$ cat src/rtl/sorted_ram_writer.sv
// Insertion-sort RAM writer: keeps a register array in ascending order so a
// binary searcher can read it through a registered read port.
module sorted_ram_writer #(
    parameter int WIDTH = 8,
    parameter int DEPTH = 32,
    parameter int AW    = 5
) (
    input  logic             clk,
    input  logic             reset,
    input  logic             clear,
    input  logic             in_valid,
    input  logic [WIDTH-1:0] in_data,
    output logic             in_ready,
    output logic             busy,
    output logic [AW:0]      count,
    output logic             full,
    input  logic [AW-1:0]    rd_addr,
    output logic [WIDTH-1:0] rd_data
);

    typedef enum logic {
        IDLE,
        SHIFT
    } state_t;

    localparam logic [AW:0] FULL_COUNT = (AW+1)'(DEPTH);
    localparam logic [AW:0] LAST_COUNT = (AW+1)'(DEPTH - 1);
    localparam logic [AW:0] ONE        = (AW+1)'(1);

    state_t           state;
    logic [WIDTH-1:0] mem [DEPTH];
    logic [WIDTH-1:0] hold;
    logic [AW:0]      idx;
    logic [AW-1:0]    hole;
    logic [AW-1:0]    below;
    logic             move;

    // idx stays below DEPTH while shifting, so its low bits address the hole
    assign hole  = idx[AW-1:0];
    assign below = hole - AW'(1);
    assign move  = (idx != '0) && (mem[below] > hold);
    assign full  = (count == FULL_COUNT);

    always_ff @(posedge clk or posedge reset) begin
        if (reset) begin
            state    <= IDLE;
            busy     <= 1'b0;
            in_ready <= 1'b1;
            count    <= '0;
            hold     <= '0;
            idx      <= '0;
            rd_data  <= '0;
            for (int i = 0; i < DEPTH; i++) begin
                mem[i] <= '0;
            end
        end else begin
            rd_data <= mem[rd_addr];
            if (clear) begin
                state    <= IDLE;
                busy     <= 1'b0;
                in_ready <= 1'b1;
                count    <= '0;
            end else begin
                unique case (state)
                    IDLE: begin
                        if (in_valid && in_ready) begin
                            hold     <= in_data;
                            idx      <= count;
                            state    <= SHIFT;
                            busy     <= 1'b1;
                            in_ready <= 1'b0;
                        end
                    end
                    SHIFT: begin
                        if (move) begin
                            mem[hole] <= mem[below];
                            idx       <= {1'b0, below};
                        end else begin
                            // equal entries stop the walk, keeping duplicates stable
                            mem[hole] <= hold;
                            count     <= count + ONE;
                            state     <= IDLE;
                            busy      <= 1'b0;
                            in_ready  <= (count != LAST_COUNT);
                        end
                    end
                endcase
            end
        end
    end

endmodule
$ cat config.mk
export PLATFORM = sky130hd
export DESIGN_NAME = sorted_ram_writer
export DESIGN_NICKNAME = d
export VERILOG_FILES = /design/src/rtl/sorted_ram_writer.sv
export SDC_FILE = /design/constraint.sdc
export NUM_CORES = 1
export LEC_CHECK = 0
export CORE_ASPECT_RATIO = 2
export CORE_MARGIN = 3
export CORE_UTILIZATION = 30
export DETAILED_ROUTE_END_ITERATION = 12
export PLACE_DENSITY = 0.53
export SYNTH_ARGS = -nofsm -noshare
export SYNTH_HDL_FRONTEND = slang
export SYNTH_SLANG_ARGS = --single-unit
export TNS_END_PERCENT = 50
$ cat constraint.sdc
create_clock -name clk -period 12.25 [get_ports clk]
set_input_delay 2.45 -clock clk [delete_from_list [all_inputs] [get_ports clk]]
set_output_delay 2.45 -clock clk [all_outputs]
set_load 0.02 [all_outputs]
==> results of run 1 <==
state kept, by name (all words and copies together), names as in the netlist:
| signal | count |
|---|---|
| hold | 8 |
| idx | 6 |
| busy | 1 |
| rd_data | 8 |
| state | 1 |
| mem | 256 |
| in_ready | 1 |
| count | 6 |
layout make-up:
class                           count  area share [%]
Sequential cell                   287            42.9
Multi-Input combinational cell    938            43.9
Clock inverter                     10           0.948
Timing Repair Buffer               46            2.60
Tap cell                          643            4.80
Clock buffer                       38            4.57
Inverter                           14           0.358
worst min-delay path, stage by stage, from the launching register on:
cell and delay (ps):
dfrtp_1 350, nand2_1 50, o21ai_0 60
cell families (layout without fill, tap and decap cells):
family	after synthesis	after routing	synth area share, %
simple gates	432	432	11.7
compound gates	312	312	11.2
flops	287	287	47.5
mux	174	174	23.9
buf+inv	123	108	4.04
fa+ha+maj	15	15	1.24
xor+xnor	5	5	0.463
routing by layer:
layer  vias to the layer above  track usage, %
met2                       286            31.9
li1                       4765               -
met3                       120            2.21
met5                         -               0
met4                         0            13.9
met1                      5278            19.0
layout by cell type (no fill, tap or decap), drive strengths merged, types with 3 or more instances in the layout:
cell type	synthesis	layout
a21o	3	3
a21oi	10	10
a32o	7	7
and2	6	6
and3b	3	3
buf	55	15
bufinv	0	4
clkbuf	54	38
clkdlybuf4s50	0	31
clkinv	0	4
dfrtp	286	286
ha	15	15
inv	14	15
mux2	12	12
mux2i	18	18
mux4	144	144
nand2	327	327
nand3	4	4
nor2	68	68
nor2b	4	4
nor3	5	5
o211ai	3	3
o21ai	271	271
o22ai	8	8
xor2	3	3
through the flow:
step | hold WS [ps] | instance area, um^2 | total power, mW | worst slack [ps]
after global routing | 521 | 16800 | 5.09 | 5200
after global placement | 474 | 15800 | 3.90 | 5770
final | 500 | 16800 | 4.81 | 5690
after CTS | 504 | 16800 | 4.85 | 5580
after detailed placement | 487 | 15800 | 3.94 | 5610
after floorplan | 461 | 15100 | 3.14 | 1880
synth_stat cells, drive strengths merged, types with 2 or more instances:
master / number / area (um^2)
or3: 2 / 12.5
a21oi: 10 / 50.1
buf: 55 / 348
nor4: 2 / 12.5
dfrtp: 286 / 7160
mux2i: 18 / 233
nand2b: 2 / 12.5
and2: 6 / 37.5
nor2b: 4 / 25.0
a21o: 3 / 22.5
and3: 2 / 12.5
inv: 14 / 52.6
nand2: 327 / 1230
xnor2: 2 / 25.0
a221oi: 2 / 30.0
nand3: 4 / 20.0
nor3: 5 / 36.3
nor2: 68 / 279
nor3b: 2 / 15.0
and3b: 3 / 26.3
o21ai: 271 / 1360
mux4: 144 / 3240
o211ai: 3 / 27.5
o22ai: 8 / 62.6
ha: 15 / 188
mux2: 12 / 139
clkbuf: 54 / 210
a32o: 7 / 70.1
xor2: 3 / 45.1
nand4: 2 / 12.5
a31oi: 2 / 12.5
where the power goes:
part | leakage, nW | switching (mW) | internal (mW)
sequential | 3.94 | 0.224 | 1.16
combinational | 2.44 | 1.75 | 0.774
clock | 0.454 | 0.384 | 0.520
worst max path at each step:
stage | endpoint | slack [ps] | from
after floorplan | busy | 1880 | reset
after global placement | mem[190] | 5770 | idx[0]
after detailed placement | mem[102] | 5610 | idx[0]
after CTS | mem[246] | 5580 | idx[0]
after global routing | mem[246] | 5200 | idx[0]
final | mem[246] | 5690 | idx[0]
==> results.sh, run 1 <==
export IMPL_reg2reg_slack_ps=5690
export IMPL_synth_distinct_cells=58
export IMPL_cpLargestDelayFamily="multiplexers"
export IMPL_synthArstFlopShare_pct=100
export IMPL_hp_class="register to register"
export IMPL_synth_edf_count=0
export IMPL_dieWidth_um=165
export IMPL_ios=34
export IMPL_worstPathArrival_ps=6940
export IMPL_finalSetupTns_ps=0
export IMPL_ys_seq_area_share_pct=47.5
export IMPL_synth_fp_nets=1380
export IMPL_fp_row_count=115
export IMPL_dp_cells=1928
export IMPL_critPathKind="register to register"
export IMPL_period_minus_slack_ps=6560
export IMPL_setup_viol=0
export IMPL_syn_mean_instance_area_um2=11.2
export IMPL_maxCapViolations=0
export IMPL_status="finished, final reports clean"
export IMPL_min_from="mem[19]"
export IMPL_first_iter_violations=691
export IMPL_crit_cells=15
export IMPL_syn_instance_count=1348
export IMPL_timing_rr_end="mem[246]"
export IMPL_hpwl_um=31500
export IMPL_crit_chain="inv_1 > ha_4 > buf_4 > mux4_2 > nor2_1 > nor2_1 > o22ai_1 > nor2_1 > ha_1 > and4_1 > a31oi_1 > o211ai_2 > nand2_4 > mux2i_4 > o21ai_0"
export IMPL_clkSlewWorstSetupHoldPaths_ps=70
export IMPL_cts_buffers=26
export IMPL_cts_max_level=1
export IMPL_cts_resized=0
export IMPL_antenna_cells=0
export IMPL_p_leak_nw=6.83
export IMPL_seq_area_um2=7190
export IMPL_fin_cells=1976
export IMPL_wl_met2_um=24600
export IMPL_start_util_pct=30.6
export IMPL_gp_congestion=0.895
export IMPL_synth_cell_area_um2=15100
export IMPL_clock_sinks=287
export IMPL_fin_util_pct=33.9
export IMPL_start_kind="register"
export IMPL_rsz0062_at_grt="false"
export IMPL_hold_viol=0
export IMPL_fill_cells=4962
export IMPL_globalRoute_totalOverflow=0
export IMPL_vias=10400
export IMPL_insertion_delay_ps=560
export IMPL_drtAntennaViolNets=0
export IMPL_wl_met3_um=1820
export IMPL_post_drt_wl_per_cell_um=23.8
export IMPL_skew_ps=14.4
export IMPL_p_per_area_nw_per_um2=287
export IMPL_grt_max_degree=176
export IMPL_cp_end_kind="register"
export IMPL_critPathMaxFanout=43
export IMPL_cp_required_ps=12630
export IMPL_holdPathEnd="mem[19]"
export IMPL_period_share_pct=53.5
export IMPL_yosys_register_bits=287
export IMPL_viasPerCell=5.29
export IMPL_clockBufferDepth=3
export IMPL_reg2reg_depth=15
export IMPL_routed_wl_um=46900
export IMPL_port_buffers=33
export IMPL_min_path_cells=2
export IMPL_drc=0
export IMPL_post_cts_repair_setup_buffers=0
export IMPL_dr_pass1_iters=4
export IMPL_r2r_start="idx[0]"
export IMPL_slew_limit_headroom_pct=19.8
export IMPL_tightestPinTransition_ps=1200
export IMPL_core_area_um2=49500
export IMPL_crit_slowest_cell="dfrtp_4"
export IMPL_cts_root_buffer="clkbuf_16"
export IMPL_final_nets=1345
export IMPL_yosys_warnings=0
export IMPL_met1_length_um=16100
export IMPL_antenna_found_initial=0
export IMPL_drv_slew=0
export IMPL_crit_buf_inv=2
export IMPL_yosys_most_used_dff="dfrtp_1"
export IMPL_area_growth_pct=10.9
export IMPL_vdd_drop_max_mv=0.449
export IMPL_multi_input_area_um2=7360
export IMPL_die_h_um=324
export IMPL_drive_gt1_share_pct=18.0
export IMPL_top_signal_layer_used="met4"
export IMPL_grt_pass1_wl_um=70600
export IMPL_die_area_um2=53300
export IMPL_track_usage_pct=18.0
export IMPL_cts_tree="yes"
export IMPL_max_stage_delay_ps=1020
export IMPL_grt_pass1_vias=10700
export IMPL_fmax_mhz=153
export IMPL_cts_hold_buffers=0
export IMPL_cpMostUsedCell="nor2_1"
Power figures use the tool's default switching activity.
==> inputs of run 2 (changes only) <==
clock period = 6.3 ns   (was 12.25 ns; I/O delays follow)
==> run 2 against run 1 <==
  * Sequential share of layout area fell by 0.48 points
  * Sequential power rose by 91%
  * Clock power rose by 100%
  * Maximum frequency rose by 24%
  * First-iteration DRC count fell by 6.7%
  * Via count rose by 1.9%
  * Register-to-register slack got worse by 4700 ps
  * Power rose by 100%
==> results.sh, run 2 (synthesis gave the netlist of run 1 again) <==
export IMPL_status="finished, final reports clean"
export IMPL_start_kind="register"
export IMPL_fill_cells=4941
export IMPL_core_area_um2=49500
export IMPL_setup_viol=0
export IMPL_globalRoute_totalOverflow=0
export IMPL_drive_gt1_share_pct=18.9
export IMPL_largest_register="mem"
export IMPL_clock_sinks=287
export IMPL_post_drt_wl_per_cell_um=24.0
export IMPL_pre_cts_slack_ps=1140
export IMPL_top_regs="mem (256), hold (8), rd_data (8)"
export IMPL_top_usage_layer="met2"
export IMPL_maxCapViolations=0
export IMPL_ios=34
export IMPL_p_leak_nw=6.93
export IMPL_skew_ps=19.2
export IMPL_p_per_area_nw_per_um2=567
export IMPL_cts_resized=0
export IMPL_period_minus_slack_ps=5310
export IMPL_hpwl_um=33000
export IMPL_cp_end_kind="register"
export IMPL_reg2reg_depth=14
export IMPL_final_cell_mix="326 x nand2_1, 285 x dfrtp_1, 203 x o21ai_0, 144 x mux4_2, 68 x o21ai_1"
export IMPL_min_path_cells=2
export IMPL_fp_row_count=115
export IMPL_use_met2_pct=32.7
export IMPL_first_iter_violations=645
export IMPL_worstPathArrival_ps=5700
export IMPL_cts_tree="yes"
export IMPL_antenna_found_initial=0
export IMPL_largest_reg_flops=256
export IMPL_gp_congestion=0.918
export IMPL_dr_pass1_iters=4
export IMPL_dieWidth_um=165
export IMPL_cts_hold_buffers=0
export IMPL_hold_viol=0
export IMPL_multi_input_area_um2=7360
export IMPL_antenna_cells=0
export IMPL_slew_limit_headroom_pct=17.2
export IMPL_post_cts_repair_setup_buffers=0
export IMPL_grtUsageMet3_pct=1.79
export IMPL_seq_area_um2=7190
export IMPL_area_growth_pct=12.1
export IMPL_routed_wl_um=47700
export IMPL_drv_slew=0
export IMPL_vias=10600
export IMPL_layout_commonest_cell="nand2_1"
export IMPL_fin_hold_ws_ps=499
export IMPL_grt_use_met1_pct=19.1
export IMPL_critPathKind="register to register"
export IMPL_setup_ws_ps=994
export IMPL_drtAntennaViolNets=0
export IMPL_fin_util_pct=34.3
export IMPL_cp_required_ps=6690
export IMPL_drc=0
export IMPL_grt_pass1_vias=11200
export IMPL_insertion_delay_ps=550
export IMPL_rsz0062_at_grt="false"
export IMPL_fmax_mhz=188
export IMPL_clockBufferDepth=3
export IMPL_finalSetupTns_ps=0
export IMPL_period_share_pct=84.2
export IMPL_cts_buffers=26
export IMPL_vdd_drop_max_mv=0.930
export IMPL_final_nets=1356
export IMPL_die_area_um2=53300
export IMPL_critPathMaxFanout=32
export IMPL_reg2reg_slack_ps=990
export IMPL_grt_pass1_wl_um=72100
export IMPL_fin_area_um2=17000
export IMPL_clkSlewWorstSetupHoldPaths_ps=70
export IMPL_hp_class="register to register"
export IMPL_grt_max_degree=172
export IMPL_track_usage_pct=18.2
export IMPL_port_buffers=33
export IMPL_cts_max_level=1
export IMPL_viasPerCell=5.36
export IMPL_postPlaceCellArea_um2=16000
export IMPL_die_h_um=324
export IMPL_cts_root_buffer="clkbuf_16"
export IMPL_start_util_pct=30.6
export IMPL_tightestPinTransition_ps=1240
-- run 2: path summary, 6_finish.rpt --
check | start | to
setup / recovery | idx[0] | mem[165]
hold / removal | mem[118] | mem[118]
setup reg to reg | idx[0] | mem[165]
hold reg to reg | mem[118] | mem[118]
max in group asynchronous | reset | idx[0]
min in group asynchronous | reset | mem[80]
-- run 2: final cells by class --
class / instances / area share [%]
clock buffers: 38 / 4.70
clock inverters: 10 / 1.05
inverters: 14 / 0.332
multi-input cells: 938 / 43.4
flip-flops and latches: 287 / 42.4
well taps: 643 / 4.74
repair buffers: 57 / 3.42
-- run 2: power breakdown --
part / leakage, nW / internal (mW) / total (mW) / switching [mW]
Clock: 0.485 / 1.08 / 1.82 / 0.733
Sequential: 3.94 / 2.26 / 2.65 / 0.388
Combinational: 2.51 / 1.65 / 5.14 / 3.49
Total: 6.93 / 5.00 / 9.61 / 4.61
-- run 2: routing by layer --
layer / vias up / part of all wire, %
met2: 351 / 53
met4: 0 / 9.3
li1: 4797 / -
met3: 132 / 4.2
met5: - / 0
met1: 5367 / 34
-- run 2: critical path, cell delays in order (launching register included) --
cell and delay [ps]:
dfrtp_4 490, inv_1 220, ha_1 490, mux2i_1 210, a221oi_2 780, o22ai_1 430, nor2_2 320, ha_1 290
and4_1 200, a31oi_1 330, o211ai_2 210, nand2_4 300, mux2i_2 240, buf_4 430, o21ai_0 180
-- run 2: per-stage QoR --
stage,power (mW),cells
finish,9.61,1987
global route,10.1,1987
CTS,9.63,1987
detailed placement,7.82,1939
global placement,7.75,1939
floorplan,6.11,1348
==> inputs of run 3 (changes only) <==
PLACE_DENSITY = 0.55   (was 0.53)
clock period = 4.5 ns   (was 6.3 ns; I/O delays follow)
==> run 3 against run 2 <==
  * First-iteration DRC count grew 8.4%
  * Clock power increased by 29%
  * Clock-buffer cell count grew 1
  * Global-route usage grew 0.17 points
  * Register-to-register slack worse by 790 ps
  * Core utilization rose by 0.74 points
==> results.sh, run 3 (synthesis gave the netlist of run 1 again) <==
export IMPL_clkSlewWorstSetupHoldPaths_ps=70
export IMPL_critPathMaxFanout=32
export IMPL_p_sw_share_pct=45.6
export IMPL_cts_buffers=26
export IMPL_use_met2_pct=33.3
export IMPL_largest_reg_flops=256
export IMPL_top_regs="mem (256), hold (8), rd_data (8)"
export IMPL_antenna_cells=0
export IMPL_grt_use_met1_pct=19.2
export IMPL_switchingPower_mw=6.67
export IMPL_grt_pass1_vias=11200
export IMPL_p_leak_nw=7.13
export IMPL_reg2reg_depth=21
export IMPL_pwr_share_clk_pct=16.1
export IMPL_gp_congestion=0.913
export IMPL_clock_sinks=287
export IMPL_layout_commonest_cell="nand2_1"
export IMPL_post_cts_repair_setup_buffers=0
export IMPL_grtUsageMet3_pct=1.85
export IMPL_die_area_um2=53300
export IMPL_track_usage_pct=18.4
export IMPL_maxCapViolations=0
export IMPL_grt_pass1_wl_um=72800
export IMPL_final_nets=1391
export IMPL_p_per_area_nw_per_um2=843
export IMPL_cts_max_level=1
export IMPL_post_drt_wl_per_cell_um=23.7
export IMPL_fin_hold_ws_ps=499
export IMPL_grt_max_degree=97
export IMPL_drv_slew=0
export IMPL_setup_ws_ps=203
export IMPL_start_kind="register"
export IMPL_period_minus_slack_ps=4300
export IMPL_dieWidth_um=165
export IMPL_timing_rr_end="mem[114]"
export IMPL_drc=0
export IMPL_intPower_mw=7.94
export IMPL_vias=10800
export IMPL_p_seq_share_pct=25.5
export IMPL_drive_gt1_share_pct=20.7
export IMPL_ios=34
export IMPL_drtAntennaViolNets=0
export IMPL_clockBufferDepth=3
export IMPL_start_util_pct=30.6
export IMPL_setup_viol=0
export IMPL_cp_end_kind="register"
export IMPL_final_cell_mix="326 x nand2_1, 285 x dfrtp_1, 202 x o21ai_0, 144 x mux4_2, 69 x o21ai_1"
export IMPL_critPathKind="register to register"
export IMPL_hold_viol=0
export IMPL_antenna_found_initial=0
export IMPL_worstPathArrival_ps=4710
export IMPL_fp_row_count=115
export IMPL_die_h_um=324
export IMPL_hpwl_um=34600
export IMPL_vdd_drop_max_mv=1.17
export IMPL_top_usage_layer="met2"
export IMPL_routed_wl_um=47900
export IMPL_globalRoute_totalOverflow=0
export IMPL_insertion_delay_ps=560
export IMPL_r2r_start="idx[0]"
export IMPL_fmax_mhz=233
export IMPL_hp_class="register to register"
export IMPL_status="finished, final reports clean"
export IMPL_combinationalPowerShare_pct=58.4
export IMPL_reg2reg_slack_ps=200
export IMPL_cts_root_buffer="clkbuf_16"
export IMPL_period_share_pct=95.5
export IMPL_area_growth_pct=14.6
export IMPL_tightestPinTransition_ps=1150
export IMPL_skew_ps=9.65
export IMPL_viasPerCell=5.35
export IMPL_dr_pass1_iters=5
export IMPL_port_buffers=33
export IMPL_cp_startpoint="idx[0]"
export IMPL_largest_register="mem"
export IMPL_cp_required_ps=4910
export IMPL_finalSetupTns_ps=0
export IMPL_slew_limit_headroom_pct=23.0
export IMPL_cp_endpoint="mem[114]"
export IMPL_core_area_um2=49500
export IMPL_cts_tree="yes"
export IMPL_pre_cts_slack_ps=207
export IMPL_first_iter_violations=699
==> run 3: cell types whose count changed in the layout (fill, tap and decap cells not counted), sizes merged <==
cell      change
bufinv        -3
clkbuf        +1
buf          +35
clkinv        -2
clkinvlp      +1
==> run 3: worst max-delay path, stage by stage, from the launching register on <==
cell	delay, ps
dfrtp_4	490
inv_1	160
ha_1	170
buf_4	190
xor2_4	180
buf_12	230
buf_4	190
nor2_1	50
nor2_1	170
o22ai_1	100
buf_4	150
nor2_1	170
ha_1	270
and3_1	200
a31oi_1	170
buf_4	150
o211ai_2	120
nand2_4	150
buf_12	140
mux2i_2	260
buf_12	230
o21ai_0	130
==> run 3: metrics by stage <==
stage	power, mW	cells	cell area [um^2]	utilization (%)
floorplan	8.56	1348	15100	-
global placement	12.1	1974	16400	33.2
detailed placement	12.2	1974	16400	33.2
CTS	14.6	2019	17300	35.0
global route	15.4	2019	17300	35.0
finish	14.6	2019	17300	35.0
==> run 3: cell type report <==
cell class / count / area (um^2)
Tap cell: 643 / 805
Clock inverter: 6 / 86.3
Clock buffer: 39 / 801
Inverter: 14 / 56.3
Timing Repair Buffer: 92 / 1020
Fill cell: 4956 / 32200
Sequential cell: 287 / 7190
Multi-Input combinational cell: 938 / 7370
==> run 3: how the worst min path moves through the flow <==
stage | startpoint | end | cells after the start
floorplan | mem[17] | mem[17] | 2
global placement | mem[186] | mem[186] | 2
detailed placement | mem[210] | mem[210] | 2
CTS | mem[245] | mem[245] | 2
global route | mem[11] | mem[11] | 2
finish | mem[247] | mem[247] | 2
==> run 3: metal layers <==
layer	part of all wire, %	wire length, um	vias up
met2	54	25700	351
li1	-	-	4849
met5	0	0	-
met4	9.4	4480	0
met1	33	15700	5486
met3	4.1	1980	123
==> run 3: power groups by stage <==
stage	logic, mW	clock network (mW)	registers, mW
floorplan	5.01	0	3.56
global route	9.06	2.50	3.79
CTS	8.48	2.40	3.71
detailed placement	8.45	0	3.76
global placement	8.40	0	3.72
finish	8.53	2.35	3.72
==> run 3: what timing repair did <==
item / 4_1_cts / 5_1_grt
setup endpoints to repair: 0 / 12
hold buffers: 0 / 0
hold endpoints to repair: 0 / 0
resized for setup: 0 / 4
